$ cat src/rtl/sgd_add_tree_sched.sv
// Beat sequencer for sgd_dsp_add_tree: masks the tail beat, counts passes
// and accumulates the per-pass tree sums into one wide dot-product result.
module sgd_add_tree_sched #(
    parameter int LANES = 8,
    parameter int LEN_W = 16,
    parameter int ACC_W = 48,
    parameter int CNT_W = 12
) (
    input  logic                     clk,
    input  logic                     rst_n,
    input  logic                     start,
    input  logic [LEN_W-1:0]         vec_len,
    output logic                     busy,
    input  logic [LANES*32-1:0]      s_data,
    input  logic                     s_valid,
    output logic                     s_ready,
    output logic [LANES*32-1:0]      tree_input,
    output logic                     tree_valid,
    output logic [LANES-1:0]         tree_enable,
    input  logic signed [31:0]       tree_output,
    input  logic                     tree_output_valid,
    output logic signed [ACC_W-1:0]  result,
    output logic                     result_valid
);

    typedef enum logic [1:0] {IDLE, FEED, DRAIN, DONE} state_t;

    localparam logic [LEN_W-1:0] LANES_L = LEN_W'(LANES);

    state_t                  state_q, state_d;
    logic [LEN_W-1:0]        rem;
    logic signed [ACC_W-1:0] acc;
    logic [CNT_W-1:0]        issued, returned;
    logic                    accept, last_beat, launch, ret_ok;

    assign s_ready   = (state_q == FEED);
    assign busy      = (state_q != IDLE);
    assign accept    = s_valid && s_ready;
    assign last_beat = (rem <= LANES_L);
    assign launch    = (state_q == IDLE) && start;
    // Late returns after a reset land in IDLE and must not disturb acc.
    assign ret_ok    = tree_output_valid && (state_q != IDLE);

    always_ff @(posedge clk or negedge rst_n) begin
        if (!rst_n) state_q <= IDLE;
        else        state_q <= state_d;
    end

    always_comb begin
        state_d = state_q;
        unique case (state_q)
            IDLE:    if (start) state_d = (vec_len != '0) ? FEED : DONE;
            FEED:    if (accept && last_beat) state_d = DRAIN;
            DRAIN:   if (returned == issued) state_d = DONE;
            DONE:    state_d = IDLE;
            default: state_d = IDLE;
        endcase
    end

    always_ff @(posedge clk or negedge rst_n) begin
        if (!rst_n) begin
            rem          <= '0;
            acc          <= '0;
            issued       <= '0;
            returned     <= '0;
            tree_valid   <= 1'b0;
            tree_enable  <= '0;
            tree_input   <= '0;
            result       <= '0;
            result_valid <= 1'b0;
        end else begin
            result_valid <= 1'b0;
            tree_valid   <= accept;
            for (int i = 0; i < LANES; i++) begin
                if (accept && (rem > LEN_W'(i))) begin
                    tree_enable[i]         <= 1'b1;
                    tree_input[i*32 +: 32] <= s_data[i*32 +: 32];
                end else begin
                    tree_enable[i]         <= 1'b0;
                    tree_input[i*32 +: 32] <= '0;
                end
            end
            if (launch) begin
                rem      <= vec_len;
                acc      <= '0;
                issued   <= '0;
                returned <= '0;
            end else begin
                if (accept) begin
                    rem    <= last_beat ? '0 : rem - LANES_L;
                    issued <= issued + 1'b1;
                end
                if (ret_ok) begin
                    acc      <= acc + ACC_W'(tree_output);
                    returned <= returned + 1'b1;
                end
            end
            if (state_q == DONE) begin
                result       <= acc;
                result_valid <= 1'b1;
            end
        end
    end

endmodule

$ cat config.mk
export PLATFORM = sky130hd
export DESIGN_NAME = sgd_add_tree_sched
export DESIGN_NICKNAME = d
export VERILOG_FILES = /design/src/rtl/sgd_add_tree_sched.sv
export SDC_FILE = /design/constraint.sdc
export NUM_CORES = 1
export LEC_CHECK = 0
export ABC_CLOCK_PERIOD_IN_PS = 4340
export CAP_MARGIN = 20
export CORE_AREA = 2 2 246 248
export DETAILED_ROUTE_END_ITERATION = 10
export DIE_AREA = 0 0 248 250
export SLEW_MARGIN = 20
export SYNTH_ARGS = -nofsm -noshare
export SYNTH_HDL_FRONTEND = slang
export SYNTH_SLANG_ARGS = --single-unit
$ cat constraint.sdc
create_clock -name clk -period 4.34 [get_ports clk]
set_input_delay 0.868 -clock clk [delete_from_list [all_inputs] [get_ports clk]]
set_output_delay 0.868 -clock clk [all_outputs]
set_load 0.01 [all_outputs]
# Yosys cells after proc, flatten, opt, wreduce, memory -nomap -nowiden

Index checks and enable logic that the tools add are counted.

Bits in registers: 404
Input port bits: 309
Output and inout port bits: 316

Add/subtract/negate cells: 4
$lt $le $gt $ge: 9
Equal/unequal tests: 7
Muxes and demuxes: 31
Reduce and logical (&&, ||, !) cells: 18

Operator list:

| operator              | number |
|---|---|
| $mux 32               | 8 |
| $mux 48               | 2 |
| $gt 16x3->1 const B   | 4 |
| $add 48x32->48        | 1 |
| $mux 12               | 4 |
| $mux 16               | 3 |
| $gt 16x1->1 const B   | 2 |
| $gt 16x2->1 const B   | 2 |
| $add 12x1->12 const B | 2 |
| $le 16x4->1 const B   | 1 |
| $reduce_bool 16->1    | 1 |
| $sub 16x4->16 const B | 1 |
| $eq 12x12->1          | 1 |
| $logic_and 1x1->1     | 12 |
| $mux 1                | 9 |
| $mux 2                | 4 |
| $pmux 2 s4            | 1 |
| $reduce_bool 2->1     | 3 |
| $eq 2x2->1 const B    | 2 |
| $ne 2x2->1 const B    | 2 |
| $reduce_and 3->1      | 1 |
| $eq 2x1->1 const B    | 1 |
| $logic_not 2->1       | 1 |
| $ne 2x1->1 const B    | 1 |

# Depth between registers and ports, before layout

Gate-level depths: netlist (run 1).

Word-level depth: 5
Gate-level depth with buffers: 12

# Worst setup path after synthesis (run 1)

Ideal clock, no wire load.

Path type: input to register
Start point: input tree_output[0]
End point: register acc[46]
Setup time: 0.087 ns
Data arrival time: 3.249 ns
Required time: 4.253 ns
Setup slack: 1.004 ns
Stages: 12
Buffers on the path: 0
Cell sequence: ha_1 -> inv_1 -> fa_1 -> nor2b_1 -> o211ai_1 -> a311oi_2 -> o21ai_1 -> a211oi_2 -> nand3_1 -> and2_1 -> a2111o_1 -> o211ai_1

Longest elaborated chain between the ends: 3

RTL lines:

| what                   | line | text |
|---|---|---|
| start: declaration     | 20   | `input logic signed [31:0] tree_output,` |
| $add 48x32->48         | 94   | `acc <= acc + ACC_W'(tree_output);` |
| $mux 48                | 93   | `if (ret_ok) begin` |
| $mux 48                | 83   | `if (launch) begin` |
| end signal: assignment | 94   |  |
| end: declaration       | 32   | `logic signed [ACC_W-1:0] acc;` |

Every way passes these cells. The select of a mux whose other input is x is not followed.
A chain may end at the register's enable or synchronous reset.

# Worst setup path in the final report (run 1)

Same ends and word-level chain as after synthesis.

==> flow_summary.yaml, run 1 <==
placed_design:
  dp_slack_ns: 0.0863
  gp_congestion: 0.919
  io_buffer_count: 624
  hpwl_mm: 47.7
worst_setup_path:
  cpMaxStageDelayCell: "clkdlybuf4s50_1"
  critPathKind: "input port to register"
  r2r-start: "acc[0]"
  worstRegToRegCells: 12
  worst_path_most_repeated_cell: "o211ai_1"
  cp.arrival_ns: 4.19
  cp_cell_sequence: "clkdlybuf4s50_1, ha_1, inv_1, fa_1, nor2b_1, o211ai_1, a311oi_2, o21ai_1, a211oi_2, nand3_1, and2_1, a2111o_1, o211ai_1"
  crit_fanout: 4
  worst_ep_required_time_ns: 4.83
  rrSetupSlack_ns: 0.99
  end_kind: "register"
  cp-start-kind: "input port"
  r2r-end: "acc[46]"
  cpPeakStageDelay_ns: 0.46
route:
  drc: 0
  antenna_left: 0
  wirelength_mm: 61.7
  drtIter0Drc: 756
  vias: 13500
  dr.pass1.iters: 5
  routed_via_density: 4.60
  wl_per_cell_um: 21.0
global_routing:
  grt.total_usage: 0.196
  grt_max_degree: 100
  grt_overflow: 0
  antenna_found_initial: 14
  grt_pass1_wl_mm: 90.3
  grt_pass1_vias: 14200
synth:
  yosys.area_share.simple: 0.170
  avgSynthCellArea_sq_um: 11.4
  synthDistinctLibCells: 66
  synth_xor_xnor_area_share: 0.0370
  seq_area_frac_synth: 0.594
  syn-cell-area_sq_um: 17000
  synth-seq-cells: 404
  synth_area_leader_cell: "dfrtp_1"
  synthArstFlopShare: 1.00
  synth_compound_area_frac: 0.102
  ys_warn_count: 0
  synth_nets: 1854
  ys.flop_type: "dfrtp_1"
  synth_top_family_by_area: "simple AND/OR/NAND/NOR gates"
  synth_top_area_frac: 0.594
  synthAdderAreaFrac: 0.0423
  syn_inst: 1488
  netlist_top_cells_area: "dfrtp_1, and2_1, ha_1, mux2_2, o21ai_0"
  synthMuxAreaShare: 0.0323
  synth_edf_count: 0
floorplanning:
  die_h_um: 250
  die_area_sq_um: 62000
  start_util: 0.286
  die_w_um: 248
  core-area_sq_um: 59600
  io_pins: 625
  num_rows: 90
timing:
  max_freq_mhz: 270
  hold_viol_final: 0
  rsz0062_at_grt: "false"
  post-route-min-period_ns: 3.70
  holdWs_ns: 0.321
  tightest_slew_ns: 0.934
  maxSlewHeadroom: 0.375
  slew_violations: 0
  finalSetupViolations: 0
  fin_setup_tns_ns: 0
  finalCritPeriodShare: 0.852
  fin_skew_ns: 0.0355
  setup_ws_ns: 0.640
finish:
  multi_input_area_sq_um: 6600
  register_area_sq_um: 10100
  nFillCells: 5624
  syn_to_final_growth_pct: 52.3
  drive_gt1_frac: 0.0795
  nets: 2483
  final_core_util: 0.436
clocking:
  insertion_delay_ns: 0.60
  cts.sinks: 404
  cts_inserted_buffers: 47
  cts_max_level: 2
  cts_buffer_depth: 3
  cts_resized: 0
  cts.reportedPaths.clkPinSlew_ns: 0.06
  root_buffer: "clkbuf_16"
  cts_hold_buf: 0
  post-cts-setup-buffers: 0
  cts_tree: "built"
outcome:
  status: "finished clean"
power_and_ir_drop:
  peakVddDrop_mv: 0.352
  p_per_area_nw_per_um2: 579
  leakage_nw: 11.7
job:
  max-cap-violations: 0
min_path:
  hold_class: "input port to asynchronous set/reset pin"
per-stage QoR:
step	cell area (sq um)	instances	power, mW
2_1_floorplan	17000	1488	8.16
3_3_place_gp	24300	2850	10.8
3_5_place_dp	24300	2850	10.9
4_1_cts	25900	2932	15.2
5_1_grt	25900	2937	15.9
6_report	25900	2937	15.0
synth_stat cells (all sizes together), types with 9 or more instances:
| cell type | number |
|---|---|
| and2 | 227 |
| or3 | 11 |
| o21bai | 9 |
| nand4 | 20 |
| a211oi | 10 |
| clkbuf | 60 |
| xnor2 | 30 |
| a21o | 29 |
| nor3 | 14 |
| ha | 56 |
| o21ai | 104 |
| dfrtp | 404 |
| and3 | 40 |
| nand2 | 117 |
| mux2 | 48 |
| nor4 | 10 |
| a21oi | 65 |
| xor2 | 42 |
| inv | 27 |
| nand3 | 14 |
| nor2 | 62 |
logic make-up after synthesis:
| family | Yosys count |
|---|---|
| buffers and inverters | 96 |
| AOI/OAI and AO/OA | 274 |
| adders and majority gates | 57 |
| muxes | 49 |
| and+or+nand+nor | 536 |
| xor gates and xnor gates | 72 |
| DFF | 404 |
registers in the layout, indices dropped and copies added, names as in the netlist, 2 cells and up:
| name | flops |
|---|---|
| tree_enable | 8 |
| rem | 16 |
| state_q | 2 |
| result | 48 |
| tree_input | 256 |
| issued | 12 |
| returned | 12 |
| acc | 48 |
metal layers:
layer	vias to the layer above	wire, um	track usage
li1	6341	-	-
met4	6	1850	0.0693
met5	-	41	0
met1	6597	23400	0.221
met3	79	6220	0.0838
met2	491	30200	0.328
layout by cell type (no fill, tap or decap), types with 4 or more instances in the layout:
cell,Yosys,routed
nand4_1,20,20
nand3_1,14,14
clkdlybuf4s50_1,0,623
mux2_2,48,48
clkbuf_1,58,11
a21oi_2,2,4
nor3_1,12,12
xnor2_1,30,30
and3_1,40,40
inv_1,27,27
nor4_1,10,10
o211ai_1,7,7
nor2_1,62,58
a21oi_1,63,61
clkinv_2,0,4
diode_2,0,5
clkbuf_8,0,8
dfrtp_1,404,404
a211oi_1,8,6
o31ai_1,5,5
a21o_1,29,29
or3_1,11,11
buf_4,0,19
o21bai_1,9,9
bufinv_16,0,8
ha_1,56,55
xor2_1,42,42
o21ai_1,8,8
buf_12,0,5
a221oi_1,4,4
nor2b_1,6,5
nand2_1,117,116
a22o_1,8,8
clkbuf_16,0,47
and2_1,227,227
o21ai_0,94,94
worst max path at each step:
stage,startpoint,to,depth (start not counted)
2_1_floorplan,tree_output[0],acc[46],12
3_3_place_gp,tree_output[0],acc[46],13
3_5_place_dp,tree_output[0],acc[46],13
4_1_cts,tree_output[0],acc[46],13
5_1_grt,tree_output[0],acc[42],13
6_report,tree_output[0],acc[46],13
critical path: cells and delay by family:
kind | cells | cell delay (ns)
buf+inv | 2 | 0.53
simple gates | 3 | 0.55
compound gates | 6 | 1.64
fa+ha+maj | 2 | 0.60
where the power goes:
part / internal [mW] / total [mW] / switching [mW]
sequential: 4.66 / 5.22 / 0.554
combinational: 2.74 / 5.59 / 2.85
clock: 2.61 / 4.22 / 1.61
total: 10.0 / 15.0 / 5.01
area by class of cell:
cell class / instances / share of cell area
Timing Repair Buffer: 648 / 0.250
Antenna cell: 5 / 0.000482
Sequential cell: 404 / 0.390
Clock inverter: 16 / 0.0124
Multi-Input combinational cell: 988 / 0.254
Clock buffer: 66 / 0.0512
Inverter: 28 / 0.00405
Tap cell: 782 / 0.0377
Note: power is estimated with default switching activity, not from simulation.
==> inputs of run 2 (changes only) <==
Settings changed: CELL_PAD_IN_SITES_DETAIL_PLACEMENT from default to 0, CELL_PAD_IN_SITES_GLOBAL_PLACEMENT from default to 1, CORE_AREA 2 2 246 248 to 2 2 245 247, DIE_AREA 0 0 248 250 to 0 0 247 249, GPL_ROUTABILITY_DRIVEN from default to 0, PLACE_DENSITY_LB_ADDON from default to 0.1.
==> run 2 against run 1 <==
Non-clock buffer count grew 5. Count of clock-buffer cells in the layout is 10 higher. Register-to-register slack better by 0.12 ns. Sequential power about the same. Critical path depth unchanged. Routed wire length increased by 0.29%. Sequential share of layout area up 0.14 points. Sequential cell count unchanged.
==> flow_summary.yaml, run 2 (synthesis gave the netlist of run 1 again) <==
outcome:
  status: "finished clean"
timing:
  finalSetupViolations: 0
  fin_setup_tns_ns: 0
  post-route-min-period_ns: 3.61
  rsz0062_at_grt: "false"
  finalCritPeriodShare: 0.831
  hold_viol_final: 0
  max_freq_mhz: 277
  fin_skew_ns: 0.0144
  maxSlewHeadroom: 0.436
  tightest_slew_ns: 0.844
  slew_violations: 0
  holdWs_ns: 0.199
power_and_ir_drop:
  leakage_nw: 11.7
  peakVddDrop_mv: 0.318
  p_per_area_nw_per_um2: 572
floorplanning:
  io_pins: 625
  die_h_um: 249
  num_rows: 89
  die_area_sq_um: 61500
  core-area_sq_um: 58700
  die_w_um: 247
  start_util: 0.290
worst_setup_path:
  cpMaxStageDelayCell: "clkdlybuf4s50_1"
  crit_fanout: 4
  worstRegToRegCells: 12
  cpPeakStageDelay_ns: 0.46
  worst_path_most_repeated_cell: "o21ai_1"
  critPathKind: "input port to register"
  r2r-start: "acc[0]"
  critPathTopFamily: "compound AO/OA/AOI/OAI gates"
  r2r-end: "acc[40]"
  end_kind: "register"
  cp.arrival_ns: 4.03
  rrSetupSlack_ns: 1.11
  path_buf_inv: 2
  cp_cell_sequence: "clkdlybuf4s50_1, ha_1, inv_1, fa_1, nor2b_1, o211ai_1, a311oi_2, a41o_1, o21ai_1, o31a_1, o21ai_1, xnor2_1, o21ai_0"
  worst_ep_required_time_ns: 4.77
  cp-start-kind: "input port"
finish:
  nets: 2490
  drive_gt1_frac: 0.0810
  layout_common_cells: "clkdlybuf4s50_1, dfrtp_1, and2_1"
  mostFrequentLayoutCell: "clkdlybuf4s50_1"
  largest_reg_flops: 256
  reg_top3: "tree_input (256), acc (48), result (48)"
  regMostFlops: "tree_input"
  stdcell_count: 2939
  syn_to_final_growth_pct: 51.8
  final_core_util: 0.441
global_routing:
  grt.total_usage: 0.199
  grt_pass1_wl_mm: 91.7
  antenna_found_initial: 3
  grt_pass1_vias: 14000
  grt_max_degree: 99
  grt_overflow: 0
route:
  dr.pass1.iters: 4
  drtIter0Drc: 552
  drc: 0
  vias: 13400
  wl_per_cell_um: 21.1
  wirelength_mm: 61.9
  antenna_left: 0
  routed_via_density: 4.55
clocking:
  cts_inserted_buffers: 49
  cts.sinks: 404
  cts_buffer_depth: 3
  insertion_delay_ns: 0.59
  cts.reportedPaths.clkPinSlew_ns: 0.06
  root_buffer: "clkbuf_16"
  cts_tree: "built"
  cts_hold_buf: 0
  cts_resized: 0
  cts_max_level: 2
  post-cts-setup-buffers: 0
placed_design:
  hpwl_mm: 47.7
  dpl.cell_count: 2846
  io_buffer_count: 624
min_path:
  hold_class: "input port to asynchronous set/reset pin"
job:
  max-cap-violations: 0
-- run 2: cell types whose count changed in the layout (fill, tap and decap cells not counted), sizes merged --
cell,before,now
bufinv,8,1
buf,25,30
inv,29,31
clkinvlp,0,1
clkbuf,66,76
-- run 2: cell type report --
type                            instances  area [sq um]
Antenna cell                            5          12.5
Clock buffer                           76          1430
Inverter                               28           105
Tap cell                              773           967
Timing Repair Buffer                  653          6520
Clock inverter                         12           114
Fill cell                            5501         32800
Sequential cell                       404         10100
Multi-Input combinational cell        988          6600
-- run 2: worst reg2reg max path: stages, from the launching register on --
cell and delay (ns):
dfrtp_1 0.36, ha_1 0.21, inv_1 0.07, fa_1 0.40, nor2b_1 0.18, o211ai_1 0.14
a311oi_2 0.43, a41o_1 0.28, o21ai_1 0.17, o31a_1 0.39, o21ai_1 0.20, xnor2_1 0.13
o21ai_0 0.09
-- run 2: report_power, final --
group | internal (mW) | switching, mW
clock network | 2.32 | 1.65
logic | 2.76 | 2.87
registers | 4.66 | 0.527
-- run 2: through the flow --
stage          cell area [sq um]  power [mW]  setup slack, ns
6_report                   25900        14.8            0.732
5_1_grt                    25900        15.8            0.535
4_1_cts                    25800        15.1            0.726
3_5_place_dp               24300        11.0            0.109
3_3_place_gp               24300        11.0            0.174
2_1_floorplan              17000        8.16             1.00
-- run 2: worst max-delay path by stage --
stage                   startpoint       to  slack (ns)  cells past startpoint
finish              tree_output[0]  acc[40]        0.73                     13
global route        tree_output[0]  acc[42]        0.53                     13
CTS                 tree_output[0]  acc[40]        0.73                     13
detailed placement  tree_output[0]  acc[40]        0.11                     13
global placement    tree_output[0]  acc[44]        0.17                     13
floorplan           tree_output[0]  acc[46]        1.00                     12
-- run 2: per-layer routing --
layer | routed length (um) | track usage | vias up
met3 | 4880 | 0.0637 | 59
met2 | 31200 | 0.345 | 417
met4 | 1240 | 0.0534 | 0
li1 | - | - | 6351
met1 | 24600 | 0.236 | 6536
met5 | 0 | 0 | -
